<file path="config.mk">
export PLATFORM = sky130hd
export DESIGN_NAME = stdp_synapse_flat
export DESIGN_NICKNAME = d
export VERILOG_FILES = /design/src/rtl/stdp_synapse_pkg.sv /design/src/rtl/stdp_synapse_if.sv /design/src/rtl/stdp_synapse_trace.sv /design/src/rtl/stdp_synapse.sv /design/src/flat_wrapper.sv
export SDC_FILE = /design/constraint.sdc
export NUM_CORES = 1
export LEC_CHECK = 0
export ABC_AREA = 1
export BUFFER_PORTS_ARGS = -buffer_cell sky130_fd_sc_hd__buf_2
export CAP_MARGIN = 20
export CORE_AREA = 2 2 69 71
export CTS_BUF_LIST = sky130_fd_sc_hd__clkbuf_8
export CTS_CLUSTER_DIAMETER = 80
export DETAILED_ROUTE_END_ITERATION = 12
export DIE_AREA = 0 0 71 73
export GPL_TIMING_DRIVEN = 1
export MAX_ROUTING_LAYER = met4
export PLACE_DENSITY = 0.82
export SLEW_MARGIN = 20
export SYNTH_ARGS = -nofsm -noshare
export SYNTH_HDL_FRONTEND = slang
export SYNTH_SLANG_ARGS = --single-unit
</file>
<file path="constraint.sdc">
create_clock -name clk -period 3.2 [get_ports clk]
set_input_delay 0 -clock clk [delete_from_list [all_inputs] [get_ports clk]]
set_output_delay 0 -clock clk [all_outputs]
set_load 0.02 [all_outputs]
</file>
<file path="src/rtl/stdp_synapse_pkg.sv">
// Shared widths, types and the weight clamp helper for the STDP synapse.
// The sum width leaves headroom so weight + ltp - ltd can never wrap before clamping.
package stdp_synapse_pkg;

  localparam int WEIGHT_W    = 8;
  localparam int TRACE_W     = 8;
  localparam int SUM_W       = 10;
  localparam int DECAY_FLOOR = 4;

  typedef logic [WEIGHT_W-1:0]     weight_t;
  typedef logic [TRACE_W-1:0]      trace_t;
  typedef logic signed [SUM_W-1:0] sum_t;

  function automatic weight_t clamp_w(input sum_t sum, input weight_t lo, input weight_t hi);
    sum_t lo_s;
    sum_t hi_s;
    lo_s = sum_t'({{(SUM_W-WEIGHT_W){1'b0}}, lo});
    hi_s = sum_t'({{(SUM_W-WEIGHT_W){1'b0}}, hi});
    if (sum < lo_s) begin
      clamp_w = lo;
    end else if (sum > hi_s) begin
      clamp_w = hi;
    end else begin
      clamp_w = sum[WEIGHT_W-1:0];
    end
  endfunction

endpackage

</file>
<file path="src/rtl/stdp_synapse_if.sv">
// Spike, learning-control and observation signals of one plastic synapse.
// The master side drives spikes and weight loads; the synapse side returns current, weight and traces.
interface stdp_synapse_if;
  import stdp_synapse_pkg::*;

  logic    pre_spike;
  logic    post_spike;
  logic    learn_en;
  logic    w_load;
  weight_t w_load_val;
  weight_t current;
  weight_t weight;
  trace_t  pre_trace;
  trace_t  post_trace;

  modport master (
    output pre_spike, post_spike, learn_en, w_load, w_load_val,
    input  current, weight, pre_trace, post_trace
  );

  modport slave (
    input  pre_spike, post_spike, learn_en, w_load, w_load_val,
    output current, weight, pre_trace, post_trace
  );

endinterface

</file>
<file path="src/rtl/stdp_synapse_trace.sv">
// Eligibility trace: jumps to TRACE_MAX on a spike, otherwise decays by x0.75 (truncating).
// Values below DECAY_FLOOR are forced to zero, otherwise the shift-based decay would stall at 3.
module stdp_synapse_trace
  import stdp_synapse_pkg::*;
#(
  parameter trace_t TRACE_MAX = 8'd255
) (
  input  logic   clk,
  input  logic   rst_n,
  input  logic   spike_i,
  output trace_t trace_o
);

  trace_t trace_q;
  trace_t trace_d;

  always_comb begin
    trace_d = trace_q;
    if (spike_i) begin
      trace_d = TRACE_MAX;
    end else if (trace_q < trace_t'(DECAY_FLOOR)) begin
      trace_d = '0;
    end else begin
      trace_d = trace_q - (trace_q >> 2);
    end
  end

  always_ff @(posedge clk) begin
    if (!rst_n) begin
      trace_q <= '0;
    end else begin
      trace_q <= trace_d;
    end
  end

  assign trace_o = trace_q;

endmodule

</file>
<file path="src/rtl/stdp_synapse.sv">
// Plastic synapse: emits a one-cycle current pulse equal to the weight per pre spike and
// learns the weight by pair-based STDP (LTP on post spike, LTD on pre spike) from pre-edge traces.
module stdp_synapse
  import stdp_synapse_pkg::*;
#(
  parameter weight_t W_INIT    = 8'd64,
  parameter weight_t W_MAX     = 8'd255,
  parameter weight_t W_MIN     = 8'd0,
  parameter trace_t  TRACE_MAX = 8'd255,
  parameter int      LTP_SHIFT = 2,
  parameter int      LTD_SHIFT = 3
) (
  input logic           clk,
  input logic           rst_n,
  stdp_synapse_if.slave bus
);

  trace_t  pre_trace;
  trace_t  post_trace;
  trace_t  ltp;
  trace_t  ltd;
  sum_t    sum;
  weight_t weight_q;
  weight_t weight_d;
  weight_t current_q;
  weight_t current_d;

  stdp_synapse_trace #(.TRACE_MAX(TRACE_MAX)) u_pre_trace (
    .clk     (clk),
    .rst_n   (rst_n),
    .spike_i (bus.pre_spike),
    .trace_o (pre_trace)
  );

  stdp_synapse_trace #(.TRACE_MAX(TRACE_MAX)) u_post_trace (
    .clk     (clk),
    .rst_n   (rst_n),
    .spike_i (bus.post_spike),
    .trace_o (post_trace)
  );

  // Both terms read the registered traces, so a spike never sees its own trace jump.
  always_comb begin
    ltp = bus.post_spike ? (pre_trace >> LTP_SHIFT) : '0;
    ltd = bus.pre_spike  ? (post_trace >> LTD_SHIFT) : '0;
    sum = sum_t'({{(SUM_W-WEIGHT_W){1'b0}}, weight_q})
        + sum_t'({{(SUM_W-TRACE_W){1'b0}}, ltp})
        - sum_t'({{(SUM_W-TRACE_W){1'b0}}, ltd});
  end

  always_comb begin
    weight_d  = weight_q;
    current_d = bus.pre_spike ? weight_q : '0;
    if (bus.w_load) begin
      weight_d = bus.w_load_val;
    end else if (bus.learn_en) begin
      weight_d = clamp_w(sum, W_MIN, W_MAX);
    end
  end

  always_ff @(posedge clk) begin
    if (!rst_n) begin
      weight_q  <= W_INIT;
      current_q <= '0;
    end else begin
      weight_q  <= weight_d;
      current_q <= current_d;
    end
  end

  assign bus.current    = current_q;
  assign bus.weight     = weight_q;
  assign bus.pre_trace  = pre_trace;
  assign bus.post_trace = post_trace;

endmodule

</file>
<file path="src/flat_wrapper.sv">
// flat-port wrapper written by rule: the top's interface ports become plain ports
module stdp_synapse_flat import stdp_synapse_pkg::*;
#(
  parameter weight_t W_INIT    = 8'd64,
  parameter weight_t W_MAX     = 8'd255,
  parameter weight_t W_MIN     = 8'd0,
  parameter trace_t  TRACE_MAX = 8'd255,
  parameter int      LTP_SHIFT = 2,
  parameter int      LTD_SHIFT = 3
)
  (clk, rst_n, bus_pre_spike, bus_post_spike, bus_learn_en, bus_w_load, bus_w_load_val, bus_current, bus_weight, bus_pre_trace, bus_post_trace);
  stdp_synapse_if bus_i ();
  input logic clk;
  input logic rst_n;
  input wire logic [$bits(bus_i.pre_spike)-1:0] bus_pre_spike;
  input wire logic [$bits(bus_i.post_spike)-1:0] bus_post_spike;
  input wire logic [$bits(bus_i.learn_en)-1:0] bus_learn_en;
  input wire logic [$bits(bus_i.w_load)-1:0] bus_w_load;
  input wire logic [$bits(bus_i.w_load_val)-1:0] bus_w_load_val;
  output wire logic [$bits(bus_i.current)-1:0] bus_current;
  output wire logic [$bits(bus_i.weight)-1:0] bus_weight;
  output wire logic [$bits(bus_i.pre_trace)-1:0] bus_pre_trace;
  output wire logic [$bits(bus_i.post_trace)-1:0] bus_post_trace;
  assign bus_i.pre_spike = bus_pre_spike;
  assign bus_i.post_spike = bus_post_spike;
  assign bus_i.learn_en = bus_learn_en;
  assign bus_i.w_load = bus_w_load;
  assign bus_i.w_load_val = bus_w_load_val;
  assign bus_current = bus_i.current;
  assign bus_weight = bus_i.weight;
  assign bus_pre_trace = bus_i.pre_trace;
  assign bus_post_trace = bus_i.post_trace;
  stdp_synapse #(.W_INIT(W_INIT), .W_MAX(W_MAX), .W_MIN(W_MIN), .TRACE_MAX(TRACE_MAX), .LTP_SHIFT(LTP_SHIFT), .LTD_SHIFT(LTD_SHIFT)) u_core (.clk(clk), .rst_n(rst_n), .bus(bus_i));
endmodule
</file>
==> out/qor.yml, run 1 <==
grt_pass1_vias: 2194
rrSetupSlack_ps: 270
grt_pass1_wl_mm: 9.09
tns_ps: 0
slowest_stage: "fa_1"
critPathLaunchType: "flip-flop"
pwr-share-seq_pct: 23.2
cts_root_buf: "clkbuf_8"
drc: 0
critPathKind: "reg -> reg"
setup_viol: 0
cts.sinks: 32
worstReg2RegStart: "u_core.u_pre_trace.trace_o[2]"
htree_levels: 2
routabilityCongestion: 0.866
clk_pin_slew_ps: 70
crit_top_cell: "nand2_1"
dieHeight_um: 73
powerDensity_nw_per_um2: 979
multiInputGateArea_sq_um: 1490
slowest_delay_ps: 390
final_cell_mix: "nand2_1, inv_1, buf_2, dfxtp_1, ha_1"
crit_path_end: "u_core.bus.weight[4]"
num_rows: 25
required_ps: 3350
worstSkewPairLatency_ps: 290
worstSetupStartpoint: "u_core.u_pre_trace.trace_o[2]"
drive_above_1_share_pct: 22.1
fmax_mhz: 341
finalMaxSlewViolations: 0
synth.ff_latch_count: 32
status: "complete, no violations"
fp.dieW_um: 71
cp-end-kind: "flip-flop"
cts_buffer_depth: 2
drtAntennaViolNets: 0
grt_antenna_before_repair: 0
seq_area_frac_synth_pct: 26.8
die_area_sq_um: 5180
fin_crit_sh_pct: 91.6
io-pin-count: 46
critPathMaxFanout: 5
power.leakage_uw: 0.00154
swShare_pct: 50.6
totalWireLength_mm: 5.53
clkPwrFrac_pct: 10.9
fin_ws_ps: 270
ir_worst_vdd_v: 0.000574
final_common_cell: "nand2_1"
period_minus_slack_ps: 2930
core_area_sq_um: 4540
ff_latch_area_sq_um: 642
cts_inserted_buffers: 5
fin_skew_ps: 4.15
netlist_area_sq_um: 2390
syn_to_final_growth_pct: 16.2
place.detailed.hpwl_mm: 4.35
worstRegToRegCells: 19
intPower_uw: 1340
crit_chain: "nand2_1 > inv_1 > ha_1 > inv_1 > fa_1 > inv_1 > nand2_1 > nand2_1 > nand2_1 > xnor2_1 > ha_1 > inv_1 > o21ai_0 > a211oi_4 > nand3_1 > nand3_2 > nand2_1 > nand2_1 > a21oi_2"
vias: 2270
power.switching_uw: 1370
hp-class: "in -> reg"
worst_pin_slew_ps: 644
cts_tree: "yes"
syn_inst: 334
arrival_ps: 3080
fillers: 406
met1_usage_pct: 25.4
yosys_warnings: 0
drt_iter0_drc: 92
grt.total_usage_pct: 22.7
grt_max_degree: 17
vias_per_cell: 5.17
numPortBuffers: 45
maxCapViolCount: 0
num_antenna_cells: 0
nNetsFinal: 426
overflow: 0
hold_violations: 0
rsz0062_at_grt: "no"
relSlewSlack_pct: 56.9
wl_per_cell_um: 12.6
start_util_pct: 52.6
ys_types: 31
syn_area_per_cell_sq_um: 7.14
grt_use_met3_pct: 4.28
grt_use_met2_pct: 40.5
first_pass_iters: 4
pwr-share-comb_pct: 66.0
mappedNetlistNets: 375
timing.rr.end: "u_core.bus.weight[4]"
gr-max-usage-layer: "met2"
post-place-ws_ps: 111
-- cell type report --
class                   count  share of cell area [%]
multi-input cells         233                    53.9
inverters                  66                    8.94
clock buffers               5                    2.48
repair buffers             47                    8.76
flip-flops and latches     32                    23.2
clock inverters             2                   0.316
well taps                  54                    2.44
-- repair_timing --
item	in CTS	in global routing
hold buffers	1	0
endpoints found under the setup margin	0	8
buffers inserted	0	0
hold endpoints to repair	1	0
gates resized for setup	0	2
-- power groups by stage --
stage	Clock [uW]	Sequential [uW]	Combinational, uW
6_report	294	629	1790
5_1_grt	313	645	2030
2_1_floorplan	0	733	1260
3_5_place_dp	0	633	1750
4_1_cts	297	627	1770
3_3_place_gp	0	631	1690
-- how the worst min path moves through the flow --
stage | endpoint | slack (ps) | start | depth (start not counted)
finish | u_core.bus.weight[2] | 30 | bus_w_load_val[2] | 3
global route | u_core.bus.weight[2] | 50 | bus_w_load_val[2] | 3
CTS | u_core.bus.weight[1] | 30 | bus_w_load_val[1] | 3
detailed placement | u_core.bus.weight[6] | 230 | bus_w_load_val[6] | 3
global placement | u_core.bus.weight[6] | 240 | bus_w_load_val[6] | 3
floorplan | u_core.bus.weight[6] | 140 | bus_w_load_val[6] | 2
-- critical path, delay by kind of cell, from the launching register on --
kind	cells	cell delay [ps]
buf+inv	4	260
simple gates	8	650
xor+xnor	1	120
compound gates	3	510
fa+ha+maj	3	860
flops	1	370
-- through the flow --
step / cell area [sq um] / cells / hold WS (ps) / util (%) / power, uW
floorplan: 2390 / 334 / 142 / - / 2000
global placement: 2680 / 431 / 235 / 59.0 / 2320
detailed placement: 2680 / 431 / 235 / 59.0 / 2390
CTS: 2760 / 439 / 34.2 / 60.9 / 2690
global route: 2770 / 439 / 47.7 / 61.1 / 2990
finish: 2770 / 439 / 31.7 / 61.1 / 2710
-- kinds of logic after synthesis --
| family | Yosys count | synth area share [%] |
|---|---|---|
| simple gates | 151 | 30.9 |
| buf+inv | 69 | 10.9 |
| compound gates | 45 | 12.3 |
| flops | 32 | 26.8 |
| fa+ha+maj | 27 | 15.4 |
| xor+xnor | 10 | 3.67 |
-- cell usage after synthesis --
| master | n | area [sq um] |
|---|---|---|
| or2_2 | 3 | 18.8 |
| nor4_1 | 2 | 12.5 |
| nor2_1 | 21 | 78.8 |
| or2_4 | 2 | 17.5 |
| xnor2_1 | 5 | 43.8 |
| ha_1 | 23 | 288 |
| nand3b_1 | 2 | 15.0 |
| nand4_1 | 2 | 12.5 |
| dfxtp_1 | 32 | 641 |
| a21oi_2 | 4 | 35.0 |
| nand2_1 | 83 | 312 |
| o21ai_0 | 8 | 40.0 |
| a31oi_1 | 2 | 12.5 |
| nand2_4 | 4 | 45.0 |
| xor2_1 | 5 | 43.8 |
| nand2_2 | 7 | 43.8 |
| nor2_4 | 2 | 22.5 |
| clkbuf_1 | 3 | 11.3 |
| nand3_2 | 6 | 60.1 |
| clkinv_1 | 2 | 7.51 |
| nand3_1 | 16 | 80.1 |
| o31ai_1 | 2 | 15.0 |
| a211oi_2 | 1 | 12.5 |
| a21oi_1 | 19 | 95.1 |
| inv_1 | 63 | 236 |
| a22oi_1 | 7 | 52.6 |
| a221oi_1 | 1 | 8.76 |
| fa_1 | 4 | 80.1 |
| inv_2 | 1 | 3.75 |
| nor2_8 | 1 | 20.0 |
| a31oi_4 | 1 | 21.3 |
-- metal layers --
metal | part of all wire [%] | wire [um] | vias up
met3 | 5.8 | 320 | 17
li1 | - | - | 1155
met1 | 43 | 2380 | 1037
met5 | 0 | 0 | -
met4 | 2.3 | 128 | 0
met2 | 49 | 2700 | 61
-- sequential cells by signal, summed over array words and instances (netlist names) --
name,count
u_core.bus.current,8
u_core.u_pre_trace.trace_o,8
u_core.u_post_trace.trace_o,8
u_core.bus.weight,8
No activity file was read; power rests on OpenSTA's default activity.
==> run 2, diff against run 1 <==
--- a/config.mk
+++ b/config.mk
@@ -5,14 +5,13 @@
 export SDC_FILE = /design/constraint.sdc
 export NUM_CORES = 1
 export LEC_CHECK = 0
-export ABC_AREA = 1
 export BUFFER_PORTS_ARGS = -buffer_cell sky130_fd_sc_hd__buf_2
 export CAP_MARGIN = 20
-export CORE_AREA = 2 2 69 71
+export CORE_AREA = 2 2 68 70
 export CTS_BUF_LIST = sky130_fd_sc_hd__clkbuf_8
 export CTS_CLUSTER_DIAMETER = 80
 export DETAILED_ROUTE_END_ITERATION = 12
-export DIE_AREA = 0 0 71 73
+export DIE_AREA = 0 0 70 72
 export GPL_TIMING_DRIVEN = 1
 export MAX_ROUTING_LAYER = met4
 export PLACE_DENSITY = 0.82
==> out/qor.yml, run 2 <==
status: "complete, no violations"
drt_iter0_drc: 105  # +14%
synth_area_leader_cell: "dfxtp_1"
vias_per_cell: 5.41  # +4.6%
syn_area_per_cell_sq_um: 8.20  # +15%
nNetsFinal: 368  # -14%
first_pass_iters: 4  # unchanged
timing.rr.end: "u_core.bus.weight[7]"
ys_types: 48  # +55%
io-pin-count: 46  # unchanged
worst_pin_slew_ps: 481  # -162 ps
multiInputGateArea_sq_um: 1490  # -0.17%
cts_tree: "yes"
final_common_cell: "buf_2"
wl_per_cell_um: 13.1  # +3.9%
cts.sinks: 32  # unchanged
cts_inserted_buffers: 5  # unchanged
slowest_delay_ps: 390  # about the same
gr-max-usage-layer: "met2"
finalMaxSlewViolations: 0  # unchanged
met1_usage_pct: 25.0  # -0.38 points
yosys-top-cells-count: "dfxtp_1, inv_1, ha_1"
synth_mux_area_share_pct: 1.47  # +1.5 points
core_area_sq_um: 4260  # -6.0%
setup_viol: 0  # unchanged
synth_fa_ha_area_share_pct: 16.0  # +0.55 points
synth_top_area_share_pct: 27.8  # +0.96 points
synth_compound_area_share_pct: 25.4  # +13 points
grt_pass1_wl_mm: 8.34  # -8.3%
maxCapViolCount: 0  # unchanged
rsz0062_at_grt: "no"
period_minus_slack_ps: 2980  # +45.0 ps
num_antenna_cells: 0  # unchanged
synth.ff_latch_count: 32  # unchanged
fp.dieW_um: 70  # -1.4%
arrival_ps: 3190  # +110 ps
syn_inst: 281  # -16%
synthFlopType: "dfxtp_1"
drc: 0  # unchanged
syn_to_final_growth_pct: 18.0
synth_top_family_by_area: "compound AO/OA/AOI/OAI gates"
dieHeight_um: 72  # -1.4%
grt_use_met3_pct: 3.47  # -0.81 points
critPathLaunchType: "flip-flop"
place.detailed.hpwl_mm: 3.87  # -11%
worstSetupStartpoint: "u_core.u_pre_trace.trace_o[2]"
grt_max_degree: 23  # +6
overflow: 0  # unchanged
grt_pass1_vias: 1943  # -11%
fin_skew_ps: 2.09  # -2.06 ps
cts_setup_buffers: 0  # unchanged
grt_antenna_before_repair: 0  # unchanged
hp-class: "in -> reg"
fmax_mhz: 336  # -1.5%
yosys.area_share.simple_pct: 15.2  # -16 points
routabilityCongestion: 0.826  # -4.6%
power.leakage_uw: 0.00136  # -12%
worstRegToRegCells: 16  # -3
worstSkewPairLatency_ps: 290  # about the same
vias: 2055  # -9.5%
required_ps: 3410  # +60 ps
ys_top_cells_by_area: "dfxtp_1, ha_1, inv_1"
powerDensity_nw_per_um2: 1230  # +25%
grt.total_usage_pct: 21.1  # -1.6 points
netlist_area_sq_um: 2300  # -3.5%
crit_path_end: "u_core.bus.weight[7]"
post-place-ws_ps: 167  # +56.1 ps
tns_ps: 0  # unchanged
die_area_sq_um: 5040  # -2.8%
final_cell_mix: "buf_2, inv_1, dfxtp_1, ha_1, a21oi_1"
cts_buffer_depth: 2  # unchanged
yosys_warnings: 0  # unchanged
htree_levels: 2  # unchanged
ff_latch_area_sq_um: 642  # unchanged
synth_edf_count: 0  # unchanged
rrSetupSlack_ps: 220  # -50 ps
hold_violations: 0  # unchanged
critPathKind: "reg -> reg"
mappedNetlistNets: 322  # -14%
dp_cells: 368  # -15%
worstReg2RegStart: "u_core.u_pre_trace.trace_o[2]"
num_rows: 24  # -4.0%
drive_above_1_share_pct: 19.8  # -2.3 points
synth_xor_area_share_pct: 6.46  # +2.8 points
slowest_stage: "fa_1"
totalWireLength_mm: 4.97  # -10%
critPathMaxFanout: 7  # +2
stdcell_count: 380  # -13%
fin_crit_sh_pct: 93.0  # +1.4 points
grt_use_met2_pct: 36.1  # -4.4 points
crit_chain: "and2_1 > ha_1 > inv_1 > fa_1 > nand2b_1 > nand2_1 > a21oi_1 > xnor2_1 > ha_1 > or2_2 > o22ai_2 > buf_4 > nor2_1 > a211oi_1 > a21oi_1 > a31oi_1"
fin_ws_ps: 225  # -45.0 ps
async_flop_share_pct: 0  # unchanged
relSlewSlack_pct: 67.7  # +11 points
ir_worst_vdd_v: 0.000642  # +12%
numPortBuffers: 45  # unchanged
clk_pin_slew_ps: 70  # about the same
start_util_pct: 54.0  # +1.4 points
fillers: 359  # -12%
cts_root_buf: "clkbuf_8"
drtAntennaViolNets: 0  # unchanged
seq_area_frac_synth_pct: 27.8  # +0.96 points
cp-end-kind: "flip-flop"
## run 2: cell types whose count changed after synthesis, moves of 7 or more
cell and change:
nand3_1 -11, o21ai_0 +10, a21o_1 +12, nand2_2 -7, a22oi_1 -7, xnor2_1 +8, inv_1 -31, nand2_1 -68
## run 2: cell families (layout without fill, tap and decap cells)
group,after synthesis,count (layout)
AO/OA/AOI/OAI,89,89
AND/OR/NAND/NOR,70,70
buffers and inverters,43,90
flip-flops,32,32
adder cells (fa/ha/maj),27,27
XOR/XNOR,17,17
multiplexers,3,3
## run 2: how the worst min path moves through the flow
stage / start / to / slack [ps] / cells after the start
final: bus_w_load_val[3] / u_core.bus.weight[3] / 30 / 3
after global routing: bus_w_load_val[3] / u_core.bus.weight[3] / 60 / 3
after CTS: bus_w_load_val[3] / u_core.bus.weight[3] / 30 / 3
after detailed placement: bus_w_load_val[6] / u_core.bus.weight[6] / 240 / 3
after global placement: bus_w_load_val[6] / u_core.bus.weight[6] / 230 / 3
after floorplan: bus_post_spike / u_core.u_post_trace.trace_o[1] / 140 / 2
## run 2: repair_timing
item,CTS,global route
hold endpoints to repair,4,0
resized for setup,0,4
setup endpoints to repair,0,6
hold buffers,4,0
## run 2: worst max-delay path, delay by kind of cell, from the launching register on
kind                       cells  cell delay, ps
DFF                            1             360
and+or+nand+nor                5             720
xor gates and xnor gates       1             140
adders and majority gates      3             780
AOI/OAI and AO/OA              5             680
buffers and inverters          2             210
## run 2: through the flow
step | hold WS [ps] | total power [uW] | area, sq um | utilization (%)
floorplan | 139 | 2430 | 2300 | -
global placement | 231 | 2830 | 2540 | 59.6
detailed placement | 240 | 2890 | 2540 | 59.6
CTS | 27.2 | 3330 | 2710 | 63.5
global route | 63.5 | 3640 | 2720 | 63.7
finish | 29.7 | 3340 | 2720 | 63.7
## run 2: area by class of cell
type                    count  share of cell area (%)
inverters                  32                    4.42
multi-input cells         206                    54.9
clock inverters             1                    1.10
flip-flops and latches     32                    23.6
clock buffers               7                    3.55
repair buffers             50                    10.0
well taps                  52                    2.39
## run 2: per-layer routing
| layer | wire (um) | up-vias |
|---|---|---|
| met2 | 2310 | 41 |
| met5 | 0 | - |
| li1 | - | 1067 |
| met4 | 73 | 0 |
| met1 | 2390 | 940 |
| met3 | 198 | 7 |
## run 2: power breakdown
group / internal (uW) / total (uW) / leakage (uW) / switching (uW)
Combinational: 1010 / 2200 / 0.00103 / 1190
Clock: 275 / 428 / 0.0000645 / 153
Sequential: 540 / 712 / 0.000266 / 172
